File: config.mk
export PLATFORM = sky130hd
export DESIGN_NAME = pcie_egress_flat
export DESIGN_NICKNAME = d
export VERILOG_FILES = /design/src/rtl/pcie_egress_pkg.sv /design/src/rtl/pcie_egress_if.sv /design/src/rtl/pcie_egress_skid.sv /design/src/rtl/pcie_egress.sv /design/src/flat_wrapper.sv
export SDC_FILE = /design/constraint.sdc
export NUM_CORES = 1
export LEC_CHECK = 0
export BUFFER_PORTS_ARGS = -buffer_cell sky130_fd_sc_hd__buf_2
export CAP_MARGIN = 20
export CORE_MARGIN = 4
export CORE_UTILIZATION = 40
export CTS_CLUSTER_SIZE = 12
export DETAILED_ROUTE_END_ITERATION = 6
export MAX_ROUTING_LAYER = met4
export SLEW_MARGIN = 20
export SYNTH_ARGS = -nofsm -noshare
export SYNTH_HDL_FRONTEND = slang
export SYNTH_HIERARCHICAL = 1
export SYNTH_SLANG_ARGS = --single-unit
File: constraint.sdc
create_clock -name clk -period 5.8 [get_ports clk]
set_clock_uncertainty 0.1 [all_clocks]
set_input_delay 0.58 -clock clk [delete_from_list [all_inputs] [get_ports clk]]
set_output_delay 0.58 -clock clk [all_outputs]
set_load 0.01 [all_outputs]
File: src/rtl/pcie_egress_pkg.sv
// Shared TLP header codes and helpers for the egress path.
package pcie_egress_pkg;

    localparam logic [1:0] FMT_3DW_DATA  = 2'b10;
    localparam logic [1:0] FMT_4DW_DATA  = 2'b11;
    localparam logic [4:0] TYPE_MWR      = 5'b00000;
    localparam logic [4:0] TYPE_CPL      = 5'b01010;
    localparam logic [2:0] CPL_STATUS_SC = 3'b000;

    localparam int HDR_LEN_W  = 10;
    localparam int HDR_BC_W   = 12;
    localparam int PAYLOAD_CW = 11;

    typedef enum logic {
        TLP_MWR  = 1'b0,
        TLP_CPLD = 1'b1
    } tlp_kind_e;

    function automatic logic [31:0] hdr_dw0(input logic [1:0] fmt, input logic [4:0] typ,
                                            input logic [HDR_LEN_W-1:0] len);
        return {1'b0, fmt, typ, 14'h0, len};
    endfunction

    // Length field of zero means the maximum of 1024 DWs.
    function automatic logic [PAYLOAD_CW-1:0] payload_dw(input logic [HDR_LEN_W-1:0] cnt);
        return (cnt == '0) ? 11'd1024 : {1'b0, cnt};
    endfunction

endpackage

File: src/rtl/pcie_egress_if.sv
// 32-bit AXI-Stream link between the egress block and the PCIe core TX port.
interface pcie_egress_if;
    logic        valid;
    logic        ready;
    logic [31:0] data;
    logic [3:0]  keep;
    logic        last;

    modport master (output valid, output data, output keep, output last, input ready);
    modport slave  (input valid, input data, input keep, input last, output ready);
endinterface

File: src/rtl/pcie_egress_skid.sv
// Two-entry synchronous FIFO with occupancy output, buffering payload reads.
module pcie_egress_skid #(
    parameter int W = 32
) (
    input  logic         clk,
    input  logic         rst,
    input  logic         push_i,
    input  logic [W-1:0] push_data_i,
    input  logic         pop_i,
    output logic [W-1:0] pop_data_o,
    output logic [1:0]   count_o,
    output logic         empty_o
);

    logic [W-1:0] mem_q [2];
    logic         wr_ptr_q;
    logic         rd_ptr_q;
    logic [1:0]   count_q;
    logic         do_push;
    logic         do_pop;

    assign do_pop  = pop_i && (count_q != 2'd0);
    assign do_push = push_i && ((count_q != 2'd2) || do_pop);

    genvar gi;
    generate
        for (gi = 0; gi < 2; gi++) begin : g_entry
            always_ff @(posedge clk or negedge rst) begin
                if (!rst) begin
                    mem_q[gi] <= '0;
                end else if (do_push && (wr_ptr_q == 1'(gi))) begin
                    mem_q[gi] <= push_data_i;
                end
            end
        end
    endgenerate

    always_ff @(posedge clk or negedge rst) begin
        if (!rst) begin
            wr_ptr_q <= 1'b0;
            rd_ptr_q <= 1'b0;
            count_q  <= 2'd0;
        end else begin
            if (do_push) wr_ptr_q <= ~wr_ptr_q;
            if (do_pop)  rd_ptr_q <= ~rd_ptr_q;
            case ({do_push, do_pop})
                2'b10:   count_q <= count_q + 2'd1;
                2'b01:   count_q <= count_q - 2'd1;
                default: count_q <= count_q;
            endcase
        end
    end

    assign pop_data_o = mem_q[rd_ptr_q];
    assign count_o    = count_q;
    assign empty_o    = (count_q == 2'd0);

endmodule

File: src/rtl/pcie_egress.sv
// Device-to-host TLP transmitter: builds MWr/CplD headers and streams payload from the local buffer.
// Define PCIE_EGRESS_64BIT_ADDR_EN to emit 4DW MWr headers when the upper address is non-zero.
module pcie_egress
    import pcie_egress_pkg::*;
#(
    parameter int BUF_ADDR_W     = 10,
    parameter int MAX_PAYLOAD_DW = 128
) (
    input  logic                  clk,
    input  logic                  rst,
    input  logic                  i_enable,
    input  logic                  i_send_mwr_stb,
    input  logic                  i_send_cpl_stb,
    input  logic [9:0]            i_dword_count,
    input  logic [31:0]           i_addr,
    input  logic [31:0]           i_addr_hi,
    input  logic [15:0]           i_requester_id,
    input  logic [15:0]           i_completer_id,
    input  logic [7:0]            i_tag,
    input  logic [6:0]            i_cpl_lower_addr,
    input  logic [BUF_ADDR_W-1:0] i_buf_base,
    output logic                  o_buf_re,
    output logic [BUF_ADDR_W-1:0] o_buf_addr,
    input  logic [31:0]           i_buf_dat,
    pcie_egress_if.master         axis,
    output logic                  o_busy,
    output logic                  o_done_stb,
    output logic                  o_err_stb
);

    localparam logic [1:0] S_IDLE = 2'd0;
    localparam logic [1:0] S_HDR  = 2'd1;
    localparam logic [1:0] S_DATA = 2'd2;
    localparam logic [1:0] S_DONE = 2'd3;
    localparam logic [BUF_ADDR_W-1:0] ADDR_ONE = 1;

    logic [1:0]            state_q, state_d;
    logic [31:0]           hdr_q [4];
    logic [31:0]           new_hdr [4];
    logic [1:0]            hdr_idx_q;
    logic [1:0]            hdr_last_q;
    logic [10:0]           rd_left_q;
    logic [10:0]           tx_left_q;
    logic [BUF_ADDR_W-1:0] rd_addr_q;
    logic                  re_q;
    logic                  err_q, err_d;

    tlp_kind_e             cmd_kind;
    logic [10:0]           cmd_len;
    logic                  cmd_any;
    logic                  too_long;
    logic                  accept;
    logic                  use_4dw;
    logic [31:0]           addr_dw;
    logic [3:0]            lbe;
    logic                  beat;
    logic                  hdr_done;
    logic                  pop;
    logic                  data_done;
    logic                  buf_re;
    logic [2:0]            occupancy;
    logic [31:0]           fifo_dat;
    logic [1:0]            fifo_count;
    logic                  fifo_empty;

`ifdef PCIE_EGRESS_64BIT_ADDR_EN
    assign use_4dw = (i_addr_hi != 32'h0);
    logic unused_bits;
    assign unused_bits = ^i_addr[1:0];
`else
    assign use_4dw = 1'b0;
    logic unused_bits;
    assign unused_bits = ^{i_addr_hi, i_addr[1:0]};
`endif

    // A simultaneous CplD and MWr strobe keeps the CplD; the MWr is reported as dropped.
    assign cmd_kind = i_send_cpl_stb ? TLP_CPLD : TLP_MWR;
    assign cmd_len  = payload_dw(i_dword_count);
    assign cmd_any  = i_enable && (i_send_mwr_stb || i_send_cpl_stb);
    assign too_long = cmd_len > 11'(MAX_PAYLOAD_DW);
    assign accept   = (state_q == S_IDLE) && cmd_any && !too_long;
    assign err_d    = cmd_any && ((state_q != S_IDLE) || too_long ||
                                  (i_send_mwr_stb && i_send_cpl_stb));
    assign addr_dw  = {i_addr[31:2], 2'b00};
    assign lbe      = (cmd_len > 11'd1) ? 4'hF : 4'h0;

    always_comb begin
        new_hdr[0] = hdr_dw0(FMT_3DW_DATA, TYPE_MWR, i_dword_count);
        new_hdr[1] = {i_requester_id, i_tag, lbe, 4'hF};
        new_hdr[2] = addr_dw;
        new_hdr[3] = 32'h0;
        if (cmd_kind == TLP_CPLD) begin
            new_hdr[0] = hdr_dw0(FMT_3DW_DATA, TYPE_CPL, i_dword_count);
            new_hdr[1] = {i_completer_id, CPL_STATUS_SC, 1'b0, {i_dword_count, 2'b00}};
            new_hdr[2] = {i_requester_id, i_tag, 1'b0, i_cpl_lower_addr};
        end else if (use_4dw) begin
            new_hdr[0] = hdr_dw0(FMT_4DW_DATA, TYPE_MWR, i_dword_count);
            new_hdr[2] = i_addr_hi;
            new_hdr[3] = addr_dw;
        end
    end

    assign beat      = axis.valid && axis.ready;
    assign hdr_done  = (state_q == S_HDR) && beat && (hdr_idx_q == hdr_last_q);
    assign pop       = (state_q == S_DATA) && beat;
    assign data_done = pop && (tx_left_q == 11'd1);

    // Reads start during the header so the first payload word is usually waiting.
    assign occupancy = {1'b0, fifo_count} + {2'b00, re_q};
    assign buf_re    = ((state_q == S_HDR) || (state_q == S_DATA)) &&
                       (rd_left_q != 11'd0) && (occupancy < 3'd2);

    always_comb begin
        state_d = state_q;
        case (state_q)
            S_IDLE:  if (accept)    state_d = S_HDR;
            S_HDR:   if (hdr_done)  state_d = S_DATA;
            S_DATA:  if (data_done) state_d = S_DONE;
            default: state_d = S_IDLE;
        endcase
    end

    genvar gi;
    generate
        for (gi = 0; gi < 4; gi++) begin : g_hdr
            always_ff @(posedge clk or negedge rst) begin
                if (!rst) begin
                    hdr_q[gi] <= '0;
                end else if (accept) begin
                    hdr_q[gi] <= new_hdr[gi];
                end
            end
        end
    endgenerate

    always_ff @(posedge clk or negedge rst) begin
        if (!rst) begin
            state_q    <= S_IDLE;
            hdr_idx_q  <= 2'd0;
            hdr_last_q <= 2'd2;
            rd_left_q  <= 11'd0;
            tx_left_q  <= 11'd0;
            rd_addr_q  <= '0;
            re_q       <= 1'b0;
            err_q      <= 1'b0;
        end else begin
            state_q <= state_d;
            re_q    <= buf_re;
            err_q   <= err_d;
            if (accept) begin
                hdr_idx_q  <= 2'd0;
                hdr_last_q <= ((cmd_kind == TLP_MWR) && use_4dw) ? 2'd3 : 2'd2;
                rd_left_q  <= cmd_len;
                tx_left_q  <= cmd_len;
                rd_addr_q  <= i_buf_base;
            end else begin
                if ((state_q == S_HDR) && beat) hdr_idx_q <= hdr_idx_q + 2'd1;
                if (buf_re) begin
                    rd_left_q <= rd_left_q - 11'd1;
                    rd_addr_q <= rd_addr_q + ADDR_ONE;
                end
                if (pop) tx_left_q <= tx_left_q - 11'd1;
            end
        end
    end

    pcie_egress_skid #(.W(32)) u_skid (
        .clk         (clk),
        .rst         (rst),
        .push_i      (re_q),
        .push_data_i (i_buf_dat),
        .pop_i       (pop),
        .pop_data_o  (fifo_dat),
        .count_o     (fifo_count),
        .empty_o     (fifo_empty)
    );

    always_comb begin
        axis.valid = (state_q == S_HDR) || ((state_q == S_DATA) && !fifo_empty);
        axis.data  = 32'h0;
        axis.last  = 1'b0;
        if (state_q == S_HDR) begin
            axis.data = hdr_q[hdr_idx_q];
        end else if ((state_q == S_DATA) && !fifo_empty) begin
            axis.data = fifo_dat;
            axis.last = (tx_left_q == 11'd1);
        end
        axis.keep = axis.valid ? 4'hF : 4'h0;
    end

    assign o_buf_re   = buf_re;
    assign o_buf_addr = rd_addr_q;
    assign o_busy     = (state_q != S_IDLE);
    assign o_done_stb = (state_q == S_DONE);
    assign o_err_stb  = err_q;

endmodule

File: src/flat_wrapper.sv
// flat-port wrapper written by rule: the top's interface ports become plain ports
module pcie_egress_flat import pcie_egress_pkg::*;
#(
    parameter int BUF_ADDR_W     = 10,
    parameter int MAX_PAYLOAD_DW = 128
)
  (clk, rst, i_enable, i_send_mwr_stb, i_send_cpl_stb, i_dword_count, i_addr, i_addr_hi, i_requester_id, i_completer_id, i_tag, i_cpl_lower_addr, i_buf_base, o_buf_re, o_buf_addr, i_buf_dat, o_busy, o_done_stb, o_err_stb, axis_valid, axis_data, axis_keep, axis_last, axis_ready);
  pcie_egress_if axis_i ();
  input  logic clk;
  input  logic rst;
  input  logic i_enable;
  input  logic i_send_mwr_stb;
  input  logic i_send_cpl_stb;
  input  logic [9:0] i_dword_count;
  input  logic [31:0] i_addr;
  input  logic [31:0] i_addr_hi;
  input  logic [15:0] i_requester_id;
  input  logic [15:0] i_completer_id;
  input  logic [7:0] i_tag;
  input  logic [6:0] i_cpl_lower_addr;
  input  logic [BUF_ADDR_W-1:0] i_buf_base;
  output logic o_buf_re;
  output logic [BUF_ADDR_W-1:0] o_buf_addr;
  input  logic [31:0] i_buf_dat;
  output logic o_busy;
  output logic o_done_stb;
  output logic o_err_stb;
  output wire logic [$bits(axis_i.valid)-1:0] axis_valid;
  output wire logic [$bits(axis_i.data)-1:0] axis_data;
  output wire logic [$bits(axis_i.keep)-1:0] axis_keep;
  output wire logic [$bits(axis_i.last)-1:0] axis_last;
  input wire logic [$bits(axis_i.ready)-1:0] axis_ready;
  assign axis_valid = axis_i.valid;
  assign axis_data = axis_i.data;
  assign axis_keep = axis_i.keep;
  assign axis_last = axis_i.last;
  assign axis_i.ready = axis_ready;
  pcie_egress #(.BUF_ADDR_W(BUF_ADDR_W), .MAX_PAYLOAD_DW(MAX_PAYLOAD_DW)) u_core (.clk(clk), .rst(rst), .i_enable(i_enable), .i_send_mwr_stb(i_send_mwr_stb), .i_send_cpl_stb(i_send_cpl_stb), .i_dword_count(i_dword_count), .i_addr(i_addr), .i_addr_hi(i_addr_hi), .i_requester_id(i_requester_id), .i_completer_id(i_completer_id), .i_tag(i_tag), .i_cpl_lower_addr(i_cpl_lower_addr), .i_buf_base(i_buf_base), .o_buf_re(o_buf_re), .o_buf_addr(o_buf_addr), .i_buf_dat(i_buf_dat), .axis(axis_i), .o_busy(o_busy), .o_done_stb(o_done_stb), .o_err_stb(o_err_stb));
endmodule
Yosys cells after proc, flatten, opt, wreduce, memory -nomap -nowiden

Cells that the tools add are included.

Logic and storage cells: 108
Input port bits: 169
Output and inout port bits: 52
Register bits after elaboration: 202

Magnitude comparators: 5
Reductions and logical operators: 36
Bitwise logic cells: 4
Mux-type cells: 30
Eq/ne operators: 11
Add/sub/neg operators: 7

Operator list:

| kind                  | number |
|---|---|
| $mux 32               | 9 |
| $bmux 32 s2           | 1 |
| $mux 11               | 5 |
| $mux 28               | 1 |
| $sub 11x1->11 const B | 2 |
| $mux 10               | 2 |
| $logic_and 1x1->1     | 17 |
| $reduce_bool 2->1     | 6 |
| $eq 11x1->1 const B   | 1 |
| $gt 11x1->1 const B   | 1 |
| $gt 11x8->1 const B   | 1 |
| $reduce_bool 11->1    | 1 |
| $add 10x1->10 const B | 1 |
| $logic_not 10->1      | 1 |
| $mux 2                | 5 |
| $eq 2x2->1 const B    | 4 |
| $mux 4                | 2 |
| $logic_or 1x1->1      | 6 |
| $ne 2x1->1 const B    | 3 |
| $pmux 2 s3            | 1 |
| $add 2x1->2 const B   | 2 |
| $eq 2x1->1 const B    | 2 |
| $logic_not 2->1       | 2 |
| $pmux 2 s2            | 1 |
| 12 further kinds      | 16 |

Longest topological paths before layout

Gate-level depths: netlist of the first run.

Depth after elaboration: 11
Mapped depth: 12
Depth with buffers taken out: 11

Modules after synthesis

Netlist of the first run, hierarchy kept.

Modules (own cells, without submodules):

| module           | area an instance (um2) | sequential area each (um2) | cells an instance | instances |
|---|---|---|---|---|
| pcie_egress      | 6224.7                 | 2827.7                     | 696               | 1 |
| pcie_egress_skid | 3105.5                 | 1701.6                     | 188               | 1 |

Least setup slack after synthesis of the first run

Ideal clock, no wire load.

Path kind: reg-to-output
From: reg u_core.hdr_idx_q[1]
To: out axis_data[18]
Path buffers: 3
Arrival time: 1.810 ns
Slack: 3.310 ns
Data required time: 5.120 ns
Stages on the path, launching flop included: 7
Path through: dfrtp_1 clkbuf_1 nor2b_1 clkbuf_1 clkbuf_1 a22oi_1 o21ai_0

Longest elaborated chain between the ends: 5

RTL lines:

| element                                     | RTL line           | source |
|---|---|---|
| start: declaration                          | pcie_egress.sv:40  | `logic [1:0] hdr_idx_q;` |
| start signal: assignment                    | pcie_egress.sv:157 | `if ((state_q == S_HDR) && beat) hdr_idx_q <= hdr_idx_q + 2'd1;` |
| $not 2->3 (not written as such)             | pcie_egress.sv:183 | `axis.data = hdr_q[hdr_idx_q];` |
| $bmux 32 s2                                 | pcie_egress.sv:183 |  |
| $mux 32 (not written as such) (2 in series) | pcie_egress.sv:183 |  |
| $mux 32                                     | pcie_egress.sv:182 | `if (state_q == S_HDR) begin` |
| end: declaration                            | flat_wrapper.sv:29 | `output wire logic [$bits(axis_i.data)-1:0] axis_data;` |

No other way between the ends. The select of a mux whose other input is x is not followed.

Worst setup path after layout of the first run

From: reg u_core.hdr_idx_q[0]
To: out axis_data[9]

The elaborated chain is that of the path after synthesis.

==> results of run 1 <==
worst register-to-register path, cell delays in order, from the launching register on:
cell and delay [ps]:
dfrtp_1 420, inv_1 100, ha_1 250, inv_1 70, or4_1 530, nand3b_4 740
a221oi_2 570, mux2_2 370
cells by family after synthesis:
| kind of cell | Yosys count |
|---|---|
| buffers and inverters | 70 |
| flip-flops | 181 |
| AND/OR/NAND/NOR | 263 |
| XOR/XNOR | 26 |
| adder cells (fa/ha/maj) | 10 |
| AO/OA/AOI/OAI | 179 |
| multiplexers | 155 |
synth_stat cells (all sizes together) (2+ instances only):
master	number
xnor2	15
inv	11
and3	4
xor2	11
a22o	3
nand4	10
or3	6
and4	2
dfrtp	181
o21ai	112
nor3	8
buf	31
nand2b	4
mux2i	58
nor2	40
nor2b	4
nand3	9
clkbuf	27
or4	4
and2	5
a221oi	2
o22ai	2
nand4b	2
mux2	97
ha	10
a21oi	31
nor4	6
a22oi	19
a31oi	4
nand2	153
nor3b	2
final timing paths:
check | end | depth (start not counted) | startpoint
setup / recovery | axis_data[9] | 6 | u_core/hdr_idx_q[0]$_DFFE_PN0P_
hold / removal | u_core/rd_left_q[6]$_DFFE_PN0P_ | 1 | rst
setup reg to reg | u_core/state_q[1]$_DFFE_PN0P_ | 7 | u_core/state_q[0]$_DFFE_PN0P_
hold reg to reg | u_core/hdr_q[126]$_DFFE_PN0P_ | 1 | u_core/hdr_q[126]$_DFFE_PN0P_
max in group asynchronous | u_core/u_skid/mem_q[11]$_DFFE_PN0P_ | 2 | rst
min in group clk | u_core/o_buf_addr[7]$_DFFE_PN0P_ | 3 | i_buf_base[7]
registers in the layout, indices dropped and copies added, names as in the netlist, 2 cells and up:
name	count
u_core/u_skid/mem_q	64
u_core/state_q	2
u_core/tx_left_q	11
u_core/rd_left_q	11
u_core/hdr_idx_q	2
u_core/o_buf_addr	10
u_core/hdr_q	75
u_core/u_skid/count_o	2
cells in the final DEF, fill, tap and decap left out, types with 3 or more instances in the layout:
cell type / count
buf_2: 185
dfrtp_1: 181
nand2_1: 153
o21ai_0: 98
mux2_2: 65
mux2i_1: 58
nor2_1: 37
mux2_4: 30
a21oi_1: 29
a22oi_1: 19
clkbuf_16: 17
xnor2_1: 15
inv_1: 11
xor2_1: 11
buf_4: 11
nand4_1: 10
ha_1: 10
nand3_1: 9
o21ai_2: 8
nor3_1: 8
o21ai_1: 6
diode_2: 5
inv_6: 5
or3_1: 5
and2_1: 5
nor4_1: 5
nand2b_1: 4
nor2b_1: 4
and3_1: 4
a31oi_1: 4
clkinvlp_4: 3
a22o_1: 3
or4_1: 3
report_power, final:
group          switching [W]  internal [W]
registers           0.000424       0.00185
logic                0.00119       0.00112
clock network       0.000547      0.000613
stage by stage:
step	instance area, sq um	hold WS, ps	cells	utilization (%)
finish	11010	17.84	1373	48.32
global route	11010	44.30	1373	48.32
CTS	10990	36.34	1368	48.27
detailed placement	10400	352.4	1336	45.67
global placement	10400	350.1	1336	45.67
floorplan	9330	184.4	884	-
layer usage:
layer  vias up  wire [um]  global-route usage, %
li1       3419          -                      -
met3        16       1131                  3.464
met4         0        270                  4.071
met5         -          0                      -
met2       146      10950                  29.11
met1      3351      11680                  27.52
cell type report:
class                           count  area share (%)
Clock buffer                       17           3.865
Sequential cell                   181           41.15
Tap cell                          313           3.558
Inverter                           12          0.4092
Timing Repair Buffer              197           9.265
Clock inverter                     15           1.501
Multi-Input combinational cell    633           40.14
Antenna cell                        5          0.1137
==> results_dict.tcl, run 1 <==
set metrics [dict create \
    vdd_drop_max_v 0.0002168 \
    critical_path_buf_inv_count 3 \
    setup_viol 0 \
    nNetsFinal 1221 \
    overflow 0 \
    dp_hpwl_um 16800 \
    drc_errors 0 \
    cellLeakagePower_nw 5.139 \
    p_total_w 0.005747 \
    cts_setup_buffers 0 \
    max_freq_mhz 303.8 \
    crit_type "register to output port" \
    maxSlewHeadroom_pct 30.54 \
    vias 6932 \
    synth_edf_count 0 \
    yosys-mux-area-fraction_pct 19.14 \
    grt_max_degree 84 \
    drv_slew 0 \
    crit_required_ps 5120 \
    yosys.area_share.simple_pct 13.09 \
    worst_pin_slew_ps 1039 \
    synth_top_cell_by_area "dfrtp_1" \
    crit_fanout 25 \
    status "finished, final reports clean" \
    yosys_most_used_dff "dfrtp_1" \
    post_cts_resized 0 \
    drt_wl_total_um 24030 \
    rsz0062_at_grt "false" \
    synth-seq-area-share_pct 48.54 \
    synth_nets 1063 \
    synth_async_sr_flop_share_pct 100.0 \
    hold_violations 0 \
    detail_route.wl_per_cell_um 17.50 \
    fin_tns_setup_ps 0 \
    multi_input_area_sq_um 4418 \
    start_kind "register" \
    synth_compound_area_share_pct 11.24 \
    synth.top_cells.by_area "dfrtp_1 (49%), mux2_2 (7.8%), mux2i_1 (6.2%)" \
    synthCells 884 \
    clockBufferDepth 2 \
    numCtsBuffers 17 \
    preCtsSetupSlack_ps 2427 \
    die_y_um 160.7 \
    cts_max_level 4 \
    cp-end-kind "output port" \
    cts_tree "built" \
    die-area_sq_um 25830 \
    dr.pass1.iters 4 \
    synth_seq_cells 181 \
    initial_core_util_pct 40.96 \
    antenna_found_initial 6 \
    r2r_slack_ps 2530 \
    fillers 2200 \
    worst_slack_ps 2508 \
    avgSynthCellArea_sq_um 10.55 \
    worst_path_max_delay_cell "dfrtp_1" \
    maxCapViolCount 0 \
    drive_gt1_share_pct 32.80 \
    crit_family "buffers and inverters" \
    synth_cell_types 55 \
    first_global_vias 7096 \
    syn-cell-area_sq_um 9330 \
    clk_pin_slew_worst_paths_ps 70 \
    core_sq_um 22780 \
    synth_top_cell_area_share_pct 48.54 \
    grt_usage_pct 19.31 \
    dr.first_iter.drc_count 328 \
    ys_warn_count 6 \
    period_minus_slack_ps 3292 \
    period_share_pct 56.75 \
    power.density_nw_per_um2 522.1 \
    cts_root_buffer "clkbuf_16" \
    row_count 55 \
    numClockSinks 181 \
    insertion_delay_ps 420 \
    ff_latch_area_sq_um 4529 \
    postCtsHoldBufs 0 \
    ant_nets 0 \
    gp_congestion 0.8130 \
    synth_top_family_by_area "multiplexers" \
    synthAdderAreaFrac_pct 1.341 \
    avgViaCountPerCell 5.049 \
    die_w_um 160.7 \
    crit_chain "inv_1 -> nor2_2 -> buf_4 -> a21oi_1 -> o21ai_0 -> buf_2" \
    pin_count 221 \
    grt_pass1_wl_um 38650 \
    numPortBuffers 186 \
    hp-class "input port to asynchronous set/reset pin" \
    max_stage_delay_ps 690 \
    area_delta_synth_final_pct 17.97 \
    synthXorXnorAreaFrac_pct 2.441 \
    critPathArrivalTime_ps 2610 \
]
No activity file was read; power rests on OpenSTA's default activity.
==> inputs of run 2 (changes only) <==
==> constraint.sdc (replaced) <==
create_clock -name clk -period 2.9 [get_ports clk]
set_clock_uncertainty 0.1 [all_clocks]
set_input_delay 0.29 -clock clk [delete_from_list [all_inputs] [get_ports clk]]
set_output_delay 0.29 -clock clk [all_outputs]
set_load 0.01 [all_outputs]
==> run 2 against run 1 <==
Net effect:
- sequential cell count did not move
- sequential share of layout area fell by 1.7 points
- first-iteration DRC count rose by 40%
- wire length rose by 2.0%
- critical endpoint is now o_buf_re
- highest routed layer unchanged
- die area did not move
- largest cell class unchanged
==> results_dict.tcl, run 2 (synthesized netlist as in run 1, its figures left out) <==
set metrics [dict create \
    dr.pass1.iters 5 \
    pin_count 221 \
    numClockSinks 181 \
    ant_nets 0 \
    drv_slew 0 \
    cts_root_buffer "clkbuf_16" \
    avgViaCountPerCell 5.045 \
    row_count 55 \
    preCtsSetupSlack_ps 380.9 \
    fillers 2129 \
    maxSlewHeadroom_pct 48.11 \
    numPortBuffers 186 \
    swShare_pct 36.97 \
    nNetsFinal 1263 \
    die_w_um 160.7 \
    instances_no_fill 1413 \
    fin_tns_setup_ps 0 \
    hold_violations 0 \
    detail_route.wl_per_cell_um 17.35 \
    core_sq_um 22780 \
    worstHoldEndpoint "u_core/u_skid/mem_q[38]$_DFFE_PN0P_" \
    power.density_nw_per_um2 1024 \
    crit_required_ps 2510 \
    p_switching_w 0.004345 \
    dp_hpwl_um 17350 \
    largest_reg_flops 75 \
    vdd_drop_max_v 0.0003815 \
    clockBufferDepth 2 \
    rsz0062_at_grt "false" \
    die_y_um 160.7 \
    reg_top3 "u_core/hdr_q (75), u_core/u_skid/mem_q (64)" \
    crit_fanout 8 \
    cp-end-kind "output port" \
    r2r_slack_ps 360 \
    largest_register "u_core/hdr_q" \
    cellLeakagePower_nw 5.366 \
    hold_path_depth 2 \
    die-area_sq_um 25830 \
    numCtsBuffers 17 \
    vias 7129 \
    period_share_pct 94.69 \
    grt_usage_pct 19.56 \
    hp-class "input port to register" \
    rr_worst_depth 9 \
    reg2reg_to "u_core/u_skid/mem_q[41]$_DFFE_PN0P_" \
    status "finished, final reports clean" \
    start_kind "register" \
    insertion_delay_ps 430 \
    worstHoldStart "i_buf_dat[6]" \
    cts_tree "built" \
    crit_type "register to output port" \
    final_util_pct 50.40 \
    clk_pin_slew_worst_paths_ps 70 \
    layout_commonest_cell "buf_2" \
    worst_pin_slew_ps 778.4 \
    grt_max_degree 125 \
    drive_gt1_share_pct 32.82 \
    p_comb_share_pct 41.3 \
    grt_pass1_wl_um 39250 \
    area_delta_synth_final_pct 23.05 \
    initial_core_util_pct 40.96 \
    overflow 0 \
    setup_viol 0 \
    layout_common_cells "buf_2 (185), dfrtp_1 (181), nand2_1 (153)" \
    antenna_found_initial 4 \
    period_minus_slack_ps 2746 \
    pwr-share-clk_pct 20.3 \
    pwr-share-seq_pct 38.4 \
    p_int_w 0.007407 \
    p_total_w 0.01175 \
    drc_errors 0 \
    first_global_vias 7127 \
    dr.first_iter.drc_count 460 \
    gp_congestion 0.8258 \
    cts_max_level 4 \
    timing.rr.start "u_core/state_q[0]$_DFFE_PN0P_" \
    dpl.cell_count 1350 \
    critPathLaunch "u_core/state_q[0]$_DFFE_PN0P_" \
    critPathArrivalTime_ps 2360 \
    worst_slack_ps 153.9 \
    max_freq_mhz 364.2 \
    maxCapViolCount 0 \
    drt_wl_total_um 24520 \
]
==> run 2: cell types whose count changed in the layout (fill, tap and decap cells not counted), sizes merged <==
cell | previous run | this run
inv | 18 | 19
clkinv | 5 | 4
clkbuf | 17 | 18
dlygate4sd3 | 0 | 28
diode | 5 | 3
clkinvlp | 3 | 1
buf | 197 | 211
bufinv | 1 | 2
==> run 2: repair_timing <==
action / 4_1_cts / 5_1_grt
endpoints found under the setup margin: 0 / 1
hold endpoints to repair: 93 / 1
hold buffers: 27 / 1
setup buffers: 0 / 0
gates resized for setup: 0 / 1
==> run 2: final cells by class <==
class	instances	area, sq um	share of cell area (%)
flip-flops and latches	181	4529	39.45
multi-input cells	633	4427	38.56
inverters	12	45.04	0.3923
clock inverters	14	161.4	1.406
repair buffers	239	1480	12.89
diodes	3	7.507	0.06539
clock buffers	18	439.2	3.825
well taps	313	391.6	3.411
==> run 2: power by group through the flow <==
stage	Combinational [W]	Sequential, W	Clock, W
3_5_place_dp	0.00486	0.00452	0
4_1_cts	0.00490	0.00450	0.00245
5_1_grt	0.00537	0.00468	0.00255
6_report	0.00485	0.00451	0.00238
2_1_floorplan	0.00346	0.00434	0
3_3_place_gp	0.00478	0.00448	0
==> run 2: per-stage QoR <==
step | hold slack [ps] | area, sq um
global placement | 230.0 | 10580
CTS | 0.1374 | 11450
global route | 3.498 | 11480
detailed placement | 225.7 | 10580
floorplan | -105.6 | 9330
finish | 23.17 | 11480
==> run 2: how the worst max path moves through the flow <==
stage	end	depth (start not counted)	slack, ps
detailed placement	u_core/u_skid/mem_q[41]$_DFFE_PN0P_	9	380
finish	o_buf_re	7	150
floorplan	u_core/u_skid/mem_q[32]$_DFFE_PN0P_	10	520
global route	o_buf_re	7	2
global placement	u_core/u_skid/mem_q[41]$_DFFE_PN0P_	9	420
CTS	o_buf_re	7	140
==> run 2: worst max-delay path: stages (launching register included) <==
cell and delay, ps:
dfrtp_1 410, inv_1 80, ha_1 310, nor2b_1 190, and2_1 170, nand2_1 200
clkinv_1 320, buf_2 240
==> run 2: metal layers <==
metal	wire (um)	vias up	part of all wire [%]	global-route usage [%]
li1	-	3506	-	-
met1	12280	3434	50	28.98
met3	1084	10	4.4	3.464
met5	0	-	0	-
met4	184	0	0.75	3.645
met2	10970	179	45	28.47
